===== config.mk =====
export PLATFORM = sky130hd
export DESIGN_NAME = result_collector
export DESIGN_NICKNAME = d
export VERILOG_FILES = /design/src/rtl/result_collector_pkg.sv /design/src/rtl/result_collector_fifo.sv /design/src/rtl/result_collector.sv
export SDC_FILE = /design/constraint.sdc
export NUM_CORES = 1
export LEC_CHECK = 0
export BUFFER_PORTS_ARGS = -buffer_cell sky130_fd_sc_hd__buf_2
export CORE_MARGIN = 8
export CORE_UTILIZATION = 60
export CTS_CLUSTER_DIAMETER = 60
export CTS_CLUSTER_SIZE = 8
export DETAILED_ROUTE_END_ITERATION = 8
export PLACE_DENSITY_LB_ADDON = 0.1
export SETUP_SLACK_MARGIN = 0.1
export SLEW_MARGIN = 20
export SYNTH_ARGS = -nofsm -noshare
export SYNTH_HDL_FRONTEND = slang
export SYNTH_SLANG_ARGS = --single-unit
export TNS_END_PERCENT = 1

===== constraint.sdc =====
create_clock -name clk -period 6 [get_ports clk]
set_input_delay 0.3 -clock clk [delete_from_list [all_inputs] [get_ports clk]]
set_output_delay 0.3 -clock clk [all_outputs]
set_load 0.005 [all_outputs]

===== src/rtl/result_collector_pkg.sv =====
// Definitions: shared width constants, collector FSM states and the packed lane-result type.
package Definitions;
  localparam int WORD_LENGTH = 16;
  localparam int LANES = 4;
  typedef enum logic {IDLE, ACTIVE} collector_state_t;
  typedef logic [LANES-1:0][WORD_LENGTH-1:0] PROCESSOR_RESULT;
endpackage


===== src/rtl/result_collector_fifo.sv =====
// result_fifo: circular buffer taking up to LANES words per cycle and popping one.
module result_fifo #(
  parameter int WORD_LENGTH = 16,
  parameter int LANES = 4,
  parameter int DEPTH = 8,
  localparam int AW = $clog2(DEPTH),
  localparam int CW = AW + 1
) (
  input  logic                         clk,
  input  logic                         reset,
  input  logic [CW-1:0]                wr_count_i,
  input  logic [LANES*WORD_LENGTH-1:0] wr_data_i,
  input  logic                         pop_i,
  output logic [WORD_LENGTH-1:0]       head_o,
  output logic [CW-1:0]                count_o,
  output logic [CW-1:0]                free_o
);
  logic [WORD_LENGTH-1:0] mem_q [DEPTH];
  logic [AW-1:0] wr_ptr_q, rd_ptr_q;
  logic [CW-1:0] count_q;
  logic pop;
  assign pop = pop_i && count_q != '0;
  always_ff @(posedge clk or posedge reset) begin
    if (reset) begin
      wr_ptr_q <= '0;
      rd_ptr_q <= '0;
      count_q  <= '0;
    end else begin
      wr_ptr_q <= wr_ptr_q + AW'(wr_count_i);
      rd_ptr_q <= rd_ptr_q + AW'(pop);
      count_q  <= count_q + wr_count_i - CW'(pop);
    end
  end
  always_ff @(posedge clk) begin
    for (int i = 0; i < LANES; i++)
      if (CW'(i) < wr_count_i) mem_q[wr_ptr_q + AW'(i)] <= wr_data_i[i*WORD_LENGTH +: WORD_LENGTH];
  end
  // Head is forced to zero when empty so stale storage never reaches the output.
  assign head_o  = count_q != '0 ? mem_q[rd_ptr_q] : '0;
  assign count_o = count_q;
  assign free_o  = CW'(DEPTH) - count_q;
endmodule


===== src/rtl/result_collector.sv =====
// result_collector: captures per-pass lane results into a FIFO and streams N words out in row order.
module result_collector #(
  parameter int WORD_LENGTH = Definitions::WORD_LENGTH,
  parameter int LANES = Definitions::LANES,
  parameter int DEPTH = 8
) (
  input  logic                         clk,
  input  logic                         reset,
  input  logic                         start,
  input  logic [3:0]                   N,
  input  logic                         capture,
  input  logic [LANES*WORD_LENGTH-1:0] result,
  output logic [WORD_LENGTH-1:0]       out_data,
  output logic                         out_valid,
  input  logic                         out_ready,
  output logic                         busy,
  output logic                         done,
  output logic                         overflow
);
  import Definitions::collector_state_t;
  import Definitions::IDLE;
  import Definitions::ACTIVE;
  localparam int CW = $clog2(DEPTH) + 1;
  collector_state_t state_q, state_d;
  logic [3:0] n_q, n_d, to_capture_q, to_capture_d, emitted_q, emitted_d, k;
  logic overflow_q, overflow_d, done_q, done_d, cap, fits, pop;
  logic [CW-1:0] count, free, wr_count;
  result_fifo #(.WORD_LENGTH(WORD_LENGTH), .LANES(LANES), .DEPTH(DEPTH)) u_fifo (
    .clk(clk), .reset(reset), .wr_count_i(wr_count), .wr_data_i(result),
    .pop_i(pop), .head_o(out_data), .count_o(count), .free_o(free)
  );
  always_ff @(posedge clk or posedge reset) begin
    if (reset) begin
      state_q      <= IDLE;
      n_q          <= '0;
      to_capture_q <= '0;
      emitted_q    <= '0;
      overflow_q   <= 1'b0;
      done_q       <= 1'b0;
    end else begin
      state_q      <= state_d;
      n_q          <= n_d;
      to_capture_q <= to_capture_d;
      emitted_q    <= emitted_d;
      overflow_q   <= overflow_d;
      done_q       <= done_d;
    end
  end
  // Free space is judged on occupancy before this cycle's pop, so a full FIFO rejects even while draining.
  always_comb begin
    k = to_capture_q < 4'(LANES) ? to_capture_q : 4'(LANES);
    cap = state_q == ACTIVE && capture && to_capture_q != '0;
    fits = free >= CW'(k);
    wr_count = cap && fits ? CW'(k) : '0;
    pop = out_valid && out_ready;
    state_d = state_q;
    n_d = n_q;
    to_capture_d = to_capture_q;
    emitted_d = emitted_q;
    overflow_d = overflow_q;
    done_d = 1'b0;
    if (state_q == IDLE) begin
      if (start && N != '0) begin
        state_d = ACTIVE;
        n_d = N;
        to_capture_d = N;
        emitted_d = '0;
        overflow_d = 1'b0;
      end
    end else begin
      to_capture_d = cap && fits ? to_capture_q - k : to_capture_q;
      overflow_d = overflow_q || (cap && !fits);
      emitted_d = emitted_q + 4'(pop);
      if (pop && emitted_d == n_q) begin
        state_d = IDLE;
        done_d = 1'b1;
      end
    end
  end
  assign out_valid = count != '0;
  assign busy = state_q == ACTIVE;
  assign done = done_q;
  assign overflow = overflow_q;
endmodule


## After elaboration in Yosys (flattened, before gate mapping)

Memory sizes are Yosys's and may differ from the RTL's.
Index checks and enable logic that the tools add are counted.

- Output and inout bits: 20
- RAM bits: 128
- Memories kept: 1
- Register bits after elaboration: 25

- Eq/ne operators: 2
- Reduce and logical (&&, ||, !) cells: 16
- Bitwise gates (word level): 1
- Magnitude comparators: 6
- Mux-type cells: 23
- $add $sub $neg: 10

Memory list:

| memory | depth | width | rd ports | clocked after Yosys merged registers in | wr ports | RTL line | text |
|---|---|---|---|---|---|---|---|
| u_fifo.mem_q | 8 | 16 | 1 | 0 | 4 | result_collector_fifo.sv:18 | `logic [WORD_LENGTH-1:0] mem_q [DEPTH];` |

Operators by type and width:

| operator | number |
|---|---|
| $mux W4 | 7 |
| $mux W16 | 1 |
| $mux W1 | 15 |
| $reduce_bool A4 Y1 | 3 |
| $logic_and A1 B1 Y1 | 8 |
| $lt A1 B4 Y1 const A | 2 |
| $lt A2 B4 Y1 const A | 2 |
| $add A3 B2 Y3 const B | 2 |
| $add A4 B1 Y4 | 1 |
| $add A4 B4 Y4 | 1 |
| $eq A4 B4 Y1 | 1 |
| $ge A4 B4 Y1 | 1 |
| $lt A4 B3 Y1 const B | 1 |
| $reduce_and A2 Y1 | 2 |
| $sub A4 B1 Y4 | 1 |
| $sub A4 B4 Y4 | 1 |
| $sub A4 B4 Y4 const A | 1 |
| $add A3 B1 Y3 | 1 |
| $add A3 B1 Y3 const B | 1 |
| $add A3 B3 Y3 | 1 |
| $ne A2 B1 Y1 const B | 1 |
| $reduce_bool A2 Y1 | 1 |
| $logic_not A1 Y1 | 1 |
| $logic_or A1 B1 Y1 | 1 |
| $not A1 Y1 | 1 |

## Depth between registers and ports, before layout

Gate-level depths: netlist of the first run.

- Word-level depth: 8
- Gate-level depth with buffers: 15
- Mapped depth without buffers: 15

## Hierarchy

Synthesis of the first run repeated with hierarchy kept, for this count alone.

- Cells, all modules: 1,080
- Area, all modules: 10,078.4 µm²

By module, submodules not included:

| module | cells each | instances | area an instance (µm²) |
|---|---|---|---|
| result_fifo | 983 | 1 | 9,123.8 |
| result_collector | 97 | 1 | 954.7 |

## Worst setup path before layout of the first run

Ideal clock, no wire load.

- Kind: register to register
- From: register to_capture_q[2]
- To: memory u_fifo.mem_q[4][0] (enable)
- Path buffers: 4
- Path slack: 2,822 ps
- Setup time: 368 ps
- Arrival: 2,810 ps
- Stages on the path, launching flop included: 12
- Path through: dfrtp_1 > buf_2 > nor2_1 > nand2_1 > ha_1 > inv_1 > o21ai_0 > clkbuf_1 > and4_1 > buf_2 > clkbuf_1 > a2111o_1

RTL lines:

| what | RTL line | text |
|---|---|---|
| from (decl) | result_collector.sv:25 | `logic [3:0] n_q, n_d, to_capture_q, to_capture_d, emitted_q, emitted_d, k;` |
| from (signal assigned) | result_collector.sv:43 | `to_capture_q <= to_capture_d;` |
| to (decl) | result_collector_fifo.sv:18 |  |

==> results of run 1 <==
[path summary, 6_finish.rpt]
check | startpoint | end | slack [ps] | cells after the start
worst max register to register | to_capture_q[3] | u_fifo.mem_q[1][14] | 1330 | 8
max in group asynchronous | reset | u_fifo.rd_ptr_q[0] | 5120 | 3
min in group asynchronous | reset | u_fifo.rd_ptr_q[2] | 460 | 3
worst max-delay path | to_capture_q[3] | u_fifo.mem_q[1][14] | 1330 | 8
worst min-delay path | N[1] | n_q[1] | 80 | 3
worst min register to register | n_q[0] | n_q[0] | 500 | 2
[cells by family (layout without fill, tap and decap cells)]
kind of cell | after synthesis | after routing | share of synthesized area (%)
buffers and inverters | 240 | 185 | 9.13
adders and majority gates | 20 | 20 | 2.22
AOI/OAI and AO/OA | 417 | 417 | 25.5
other | 1 | 1 | 0.0314
xor gates and xnor gates | 17 | 17 | 1.25
muxes | 48 | 48 | 7.38
and+or+nand+nor | 380 | 380 | 17.1
DFF | 153 | 153 | 37.4
[per-layer routing]
metal | up-vias | wire length [um] | global-route usage (%)
met5 | - | 13 | 0
met4 | 2 | 2050 | 14.1
met3 | 225 | 7380 | 12.3
met2 | 1112 | 18800 | 52.4
met1 | 5289 | 15400 | 45.9
li1 | 4927 | - | -
[worst reg2reg max path, delay by kind of cell, from the launching register on]
kind | cells | cell delay (ps)
AO/OA/AOI/OAI | 2 | 870
adder cells (fa/ha/maj) | 1 | 260
buffers and inverters | 1 | 760
flip-flops | 1 | 470
AND/OR/NAND/NOR | 4 | 1910
[cell usage in the layout (no fill, tap or decap), types with 5 or more instances in the layout]
cell	n
xnor2_1	11
nor2b_1	6
clkinv_2	5
mux2i_1	16
nor2_1	151
a211oi_2	9
and3_1	23
nor3_1	5
dfrtp_1	24
nand2_1	19
edfxtp_1	128
nand3_1	8
a22o_1	7
inv_1	35
a211oi_1	120
clkbuf_16	20
buf_2	92
ha_1	18
buf_4	24
mux4_2	32
o31ai_1	128
nand4_1	132
a31oi_1	129
o21ai_0	5
[state kept, by name, indices dropped and copies added (netlist names)]
signal / flops
busy: 1
done: 1
emitted_q: 4
n_q: 4
overflow: 1
to_capture_q: 4
u_fifo.count_o: 4
u_fifo.mem_q: 128
u_fifo.rd_ptr_q: 3
u_fifo.wr_ptr_q: 3
[metrics by stage]
step | setup slack (ps) | instances | instance area (um2) | power, mW
6_report | 1330 | 1486 | 12600 | 6.46
3_3_place_gp | 1600 | 1453 | 12000 | 5.16
2_1_floorplan | 2820 | 1276 | 11900 | 4.27
4_1_cts | 1480 | 1485 | 12600 | 6.30
5_1_grt | 1160 | 1486 | 12600 | 6.72
3_5_place_dp | 1500 | 1453 | 12000 | 5.24
[power groups by stage]
stage	registers (mW)	clock network [mW]	logic [mW]
floorplan	1.58	0	2.69
CTS	1.69	1.07	3.54
detailed placement	1.71	0	3.53
finish	1.69	1.09	3.68
global placement	1.70	0	3.46
global route	1.71	1.12	3.89
[final cells by class]
cell class / instances / area (um2) / area share (%)
timing repair buffer: 117 / 651 / 5.15
sequential: 153 / 4470 / 35.4
clock inverter: 9 / 57.6 / 0.456
tap: 265 / 332 / 2.63
inverter: 36 / 135 / 1.07
clock buffer: 23 / 532 / 4.21
multi-input combinational: 883 / 6450 / 51.1
[timing repair]
item,CTS,global route
setup buffers,0,0
endpoints found under the hold margin,0,24
hold buffers,0,1
endpoints found under the setup margin,0,0
==> results.toml, run 1 <==
[yosys]
yosys_most_used_dff = "edfxtp_1"
synth_most_common_cell = "nor2_1"
avgSynthCellArea_um2 = 9.36
synth_top_cell_area_share_pct = 32.2
synth_cell_types = 52
yosysWarnings = 0
ys_seq_area_share_pct = 37.4
syn_area_um2 = 11900
ys_async_sr_fraction_pct = 16.3
synth_edf_count = 128
synthTopCellsByArea = "edfxtp_1 32%, o31ai_1 8.0%, a211oi_1 7.5%"
synth_top_cells_by_count = "153 x nor2_1, 132 x nand4_1, 129 x a31oi_1"
synth_largest_area_cell = "edfxtp_1"
yosys_register_bits = 153
synth_nets = 1369
synthCells = 1276

[detailed_routing]
drtIter0Drc = 2543
vias = 11555
postRouteAntennaNets = 0
wl_per_cell_um = 29.4
routed_wl_um = 43600
via_per_inst = 7.78
drc = 0
drt_pass1_iterations = 8

[critical_path]
start_kind = "flip-flop"
cp.required_ps = 6060
cp_slowest_stage_delay_ps = 810
worstSetupPathType = "reg -> reg"
endpoint_kind = "flip-flop"
cpMaxStageDelayCell = "and3_1"
cp.arrival_ps = 4730
crit_buf_inv = 1
cp_max_fo = 84
cp_cell_sequence = "nor2_1, ha_1, o21ai_0, nor2b_1, nor4_4, buf_4, and3_1, a2111o_1"
cp_top_family = "simple AND/OR/NAND/NOR gates"

[floorplanning]
ioPinCount = 93
chipWidth_um = 157
fp-row-count = 51
die_h_um = 157
start_util_pct = 61.2
die_area_um2 = 24700
core-area_um2 = 19500

[power]
pwr-share-clk_pct = 16.8
p_leak_nw = 4.35
internal_power_mw = 3.17
pwr-share-comb_pct = 57.0
swShare_pct = 51.0
p_sw_mw = 3.29
power_frac_seq_pct = 26.2
max-vdd-ir-drop_mv = 0.468
power_density_nw_per_um2 = 512

[clock_network]
cts_num_sinks = 153
numCtsBuffers = 17
h-tree-depth = 4
insertion_delay_ps = 440
root_buffer = "clkbuf_16"
cts.path.max_buffers = 2
cts_tree = "yes"
clkTransAtPathRegs_ps = 70
cts_resized = 0

[min_path]
hold_path_class = "in -> reg"

[sta]
maxSlewViolCount = 0
min_period_ps = 4670
rsz0062_at_grt = "false"
post-route-period-util_pct = 77.8
whs_ps = 82.6
relSlewSlack_pct = 24.4
hold_viol_final = 0
finClkSkew_ps = 8.14
fmax_ghz = 0.214
setup_viol = 0
setup_tns_ps = 0
tightestPinTransition_ps = 1130

[global_route]
grt_pass1_wl_um = 65100
antenna_found_initial = 1
grt_usage_pct = 35.1
grt_pass1_vias = 10682
grt_max_degree = 85
overflow = 0

[cells_and_area]
post-route-util_pct = 64.7
layout.nets = 1301
fillers = 1569
drive_above_1_share_pct = 17.2
antenna_cells = 0
area_growth_pct = 5.73

[run_status]
run_status = "completed"

[placement]
hpwlAfterDp_um = 29000
finalWeightedCongestion = 0.999
port-buffer-count = 92

[flow_run]
maxCapViolations = 0
Note: power is estimated with default switching activity, not from simulation.
==> inputs of run 2 (changes only) <==
--- a/config.mk
+++ b/config.mk
@@ -5,9 +5,10 @@
 export SDC_FILE = /design/constraint.sdc
 export NUM_CORES = 1
 export LEC_CHECK = 0
+export ABC_AREA = 1
 export BUFFER_PORTS_ARGS = -buffer_cell sky130_fd_sc_hd__buf_2
 export CORE_MARGIN = 8
-export CORE_UTILIZATION = 60
+export CORE_UTILIZATION = 56
 export CTS_CLUSTER_DIAMETER = 60
 export CTS_CLUSTER_SIZE = 8
 export DETAILED_ROUTE_END_ITERATION = 8
==> constraint.sdc (replaced) <==
create_clock -name clk -period 3.9 [get_ports clk]
set_input_delay 0.195 -clock clk [delete_from_list [all_inputs] [get_ports clk]]
set_output_delay 0.195 -clock clk [all_outputs]
set_load 0.005 [all_outputs]
==> run 2 against run 1 <==
Compared with the run above: clock power is 48% higher; worst hold slack worse by 20 ps; worst setup slack worse by 1000 ps; flip-flop and latch count stayed put; total power is 44% higher; cell count is 32% higher; synthesized cell count is 30% higher; global-route usage is 2.0 points lower; routed wire length is 1.5% lower; fmax is 29% higher; highest routed layer is now met4.
==> results.toml, run 2 <==
[run_status]
run_status = "completed"

[sta]
finClkSkew_ps = 17.4
maxSlewViolCount = 0
tightestPinTransition_ps = 1000
post-route-period-util_pct = 92.4
setup_tns_ps = 0
setup_viol = 0
fmax_ghz = 0.277
whs_ps = 62.5
setup_slack_ps = 295
min_period_ps = 3610
relSlewSlack_pct = 33.1
rsz0062_at_grt = "false"
hold_viol_final = 0

[cells_and_area]
layout.nets = 1774
drive_above_1_share_pct = 12.0
multi_input_area_um2 = 6030
final_cell_mix = "592 x nand2_1, 254 x nand3_1, 209 x o21ai_0, 128 x edfxtp_1, 119 x nor2_1"
antenna_cells = 0
top_register = "u_fifo.mem_q"
finalNonFillerCells = 1964
fillers = 1861
seqCellArea_um2 = 4470
largest_register_ffs = 128
area_growth_pct = 8.79
post-route-util_pct = 61.8
mostFrequentLayoutCell = "nand2_1"

[detailed_routing]
via_per_inst = 6.14
routed_wl_um = 43000
postRouteAntennaNets = 0
drtIter0Drc = 2104
drc = 0
drt_pass1_iterations = 6
wl_per_cell_um = 21.9
vias = 12056

[floorplanning]
start_util_pct = 56.8
die_area_um2 = 25200
fp-row-count = 52
die_h_um = 159
core-area_um2 = 20100
ioPinCount = 93
chipWidth_um = 159

[yosys]
yosys_register_bits = 153
synth_top_cell_area_share_pct = 33.7
synth_edf_count = 128
yosysWarnings = 0
synthTopCellsByArea = "edfxtp_1 34%, nand2_1 19%, nand3_1 11%"
synth_cell_types = 33
synthCells = 1653
ys_async_sr_fraction_pct = 16.3
ys_seq_area_share_pct = 39.1
avgSynthCellArea_um2 = 6.91
synth_most_common_cell = "nand2_1"
synth_largest_area_cell = "edfxtp_1"
yosys_most_used_dff = "edfxtp_1"
synth_top_cells_by_count = "592 x nand2_1, 254 x nand3_1, 209 x o21ai_0"
synth_nets = 1746
syn_area_um2 = 11400

[critical_path]
crit_buf_inv = 4
cp_max_fo = 64
start_kind = "flip-flop"
worstSetupPathType = "reg -> reg"
cpMaxStageDelayCell = "dfrtp_1"
crit_path_start = "to_capture_q[3]"
cp_common_cell = "nand2_1"
cp_top_family = "simple AND/OR/NAND/NOR gates"
worst_r2r_endpoint = "u_fifo.mem_q[6][12]"
cp.arrival_ps = 3710
cp_slowest_stage_delay_ps = 430
cp.required_ps = 4000
cp_cell_sequence = "nor2_4, inv_2, nor2_1, inv_1, ha_1, nand2_1, nand2_1, nand2_1, nand3_1, nand2_2, inv_2, nand2_4, nand2_8, nand2_2, nand4_1, buf_4"
r2r_cells = 16
reg2reg_from = "to_capture_q[3]"
rrSetupSlack_ps = 290
endpoint_kind = "flip-flop"

[clock_network]
clkTransAtPathRegs_ps = 70
cts_resized = 0
cts_tree = "yes"
root_buffer = "clkbuf_16"
numCtsBuffers = 17
cts_num_sinks = 153
h-tree-depth = 4
insertion_delay_ps = 430
cts.path.max_buffers = 2

[min_path]
whs_endpoint = "n_q[3]"
hold_path_class = "in -> reg"
hold_depth = 3
min-delay-start = "N[3]"

[power]
max-vdd-ir-drop_mv = 0.565
p_leak_nw = 5.79
power_density_nw_per_um2 = 747

[global_route]
grt_max_degree = 66
grt_usage_pct = 33.1
overflow = 0
grt_pass1_wl_um = 64800
antenna_found_initial = 0
grt_pass1_vias = 10525

[placement]
post-place-ws_ps = 440
hpwlAfterDp_um = 31100
dp.cells = 1931
port-buffer-count = 92
finalWeightedCongestion = 0.977

[flow_run]
maxCapViolations = 0
-- run 2: cell types whose count changed in the layout (fill, tap and decap cells not counted), moves of 116 or more --
cell      before  now
o21ai_0        5  209
a211oi_1     120    0
o31ai_1      128    0
nand3_1        8  254
nand4_1      132   16
nand2_1       19  592
-- run 2: report_power, final --
part | total (mW) | switching [mW] | internal (mW)
sequential | 2.79 | 0.234 | 2.55
clock | 1.61 | 0.754 | 0.858
combinational | 4.88 | 3.51 | 1.37
-- run 2: layout make-up --
cell class / instances / share of cell area (%)
clock buffer: 18 / 3.54
clock inverter: 14 / 0.997
inverter: 86 / 2.60
multi-input combinational: 1300 / 48.6
sequential: 153 / 36.0
tap: 270 / 2.72
timing repair buffer: 123 / 5.60
-- run 2: worst max-delay path by stage --
stage                     slack (ps)  depth (start not counted)                   to
after floorplan                  750                         20    u_fifo.count_o[2]
after global placement           510                         16  u_fifo.mem_q[6][10]
after detailed placement         440                         16  u_fifo.mem_q[6][10]
after CTS                        390                         16  u_fifo.mem_q[6][12]
after global routing             130                         16  u_fifo.mem_q[6][12]
final                            290                         16  u_fifo.mem_q[6][12]
-- run 2: worst reg2reg max path, stage by stage (launching register included) --
cell	delay, ps
dfrtp_1	430
nor2_4	200
inv_2	90
nor2_1	170
inv_1	90
ha_1	300
nand2_1	60
nand2_1	50
nand2_1	60
nand3_1	110
nand2_2	70
inv_2	200
nand2_4	150
nand2_8	330
nand2_2	380
nand4_1	250
buf_4	330
-- run 2: cells by family after synthesis --
group / count (synthesis) / synth area share [%]
other: 1 / 0.0328
AOI/OAI and AO/OA: 248 / 11.3
adders and majority gates: 20 / 2.32
xor gates and xnor gates: 13 / 0.997
and+or+nand+nor: 1018 / 38.1
buffers and inverters: 200 / 8.03
DFF: 153 / 39.1
-- run 2: timing repair --
item / 4_1_cts / 5_1_grt
endpoints found under the hold margin: 0 / 25
endpoints found under the setup margin: 0 / 0
hold buffers: 0 / 1
buffers inserted: 0 / 0
-- run 2: through the flow --
step,total power [mW],cell area [um2]
after floorplan,6.00,11400
after global placement,7.41,11800
after detailed placement,7.51,11800
after CTS,9.12,12400
after global routing,9.81,12400
final,9.28,12400
-- run 2: routing by layer --
layer | GRT usage [%] | vias up | part of all wire, %
li1 | - | 5577 | -
met1 | 49.3 | 5509 | 43
met2 | 45.4 | 908 | 40
met3 | 12.0 | 62 | 16
met4 | 4.85 | 0 | 1.2
met5 | 0 | - | 0
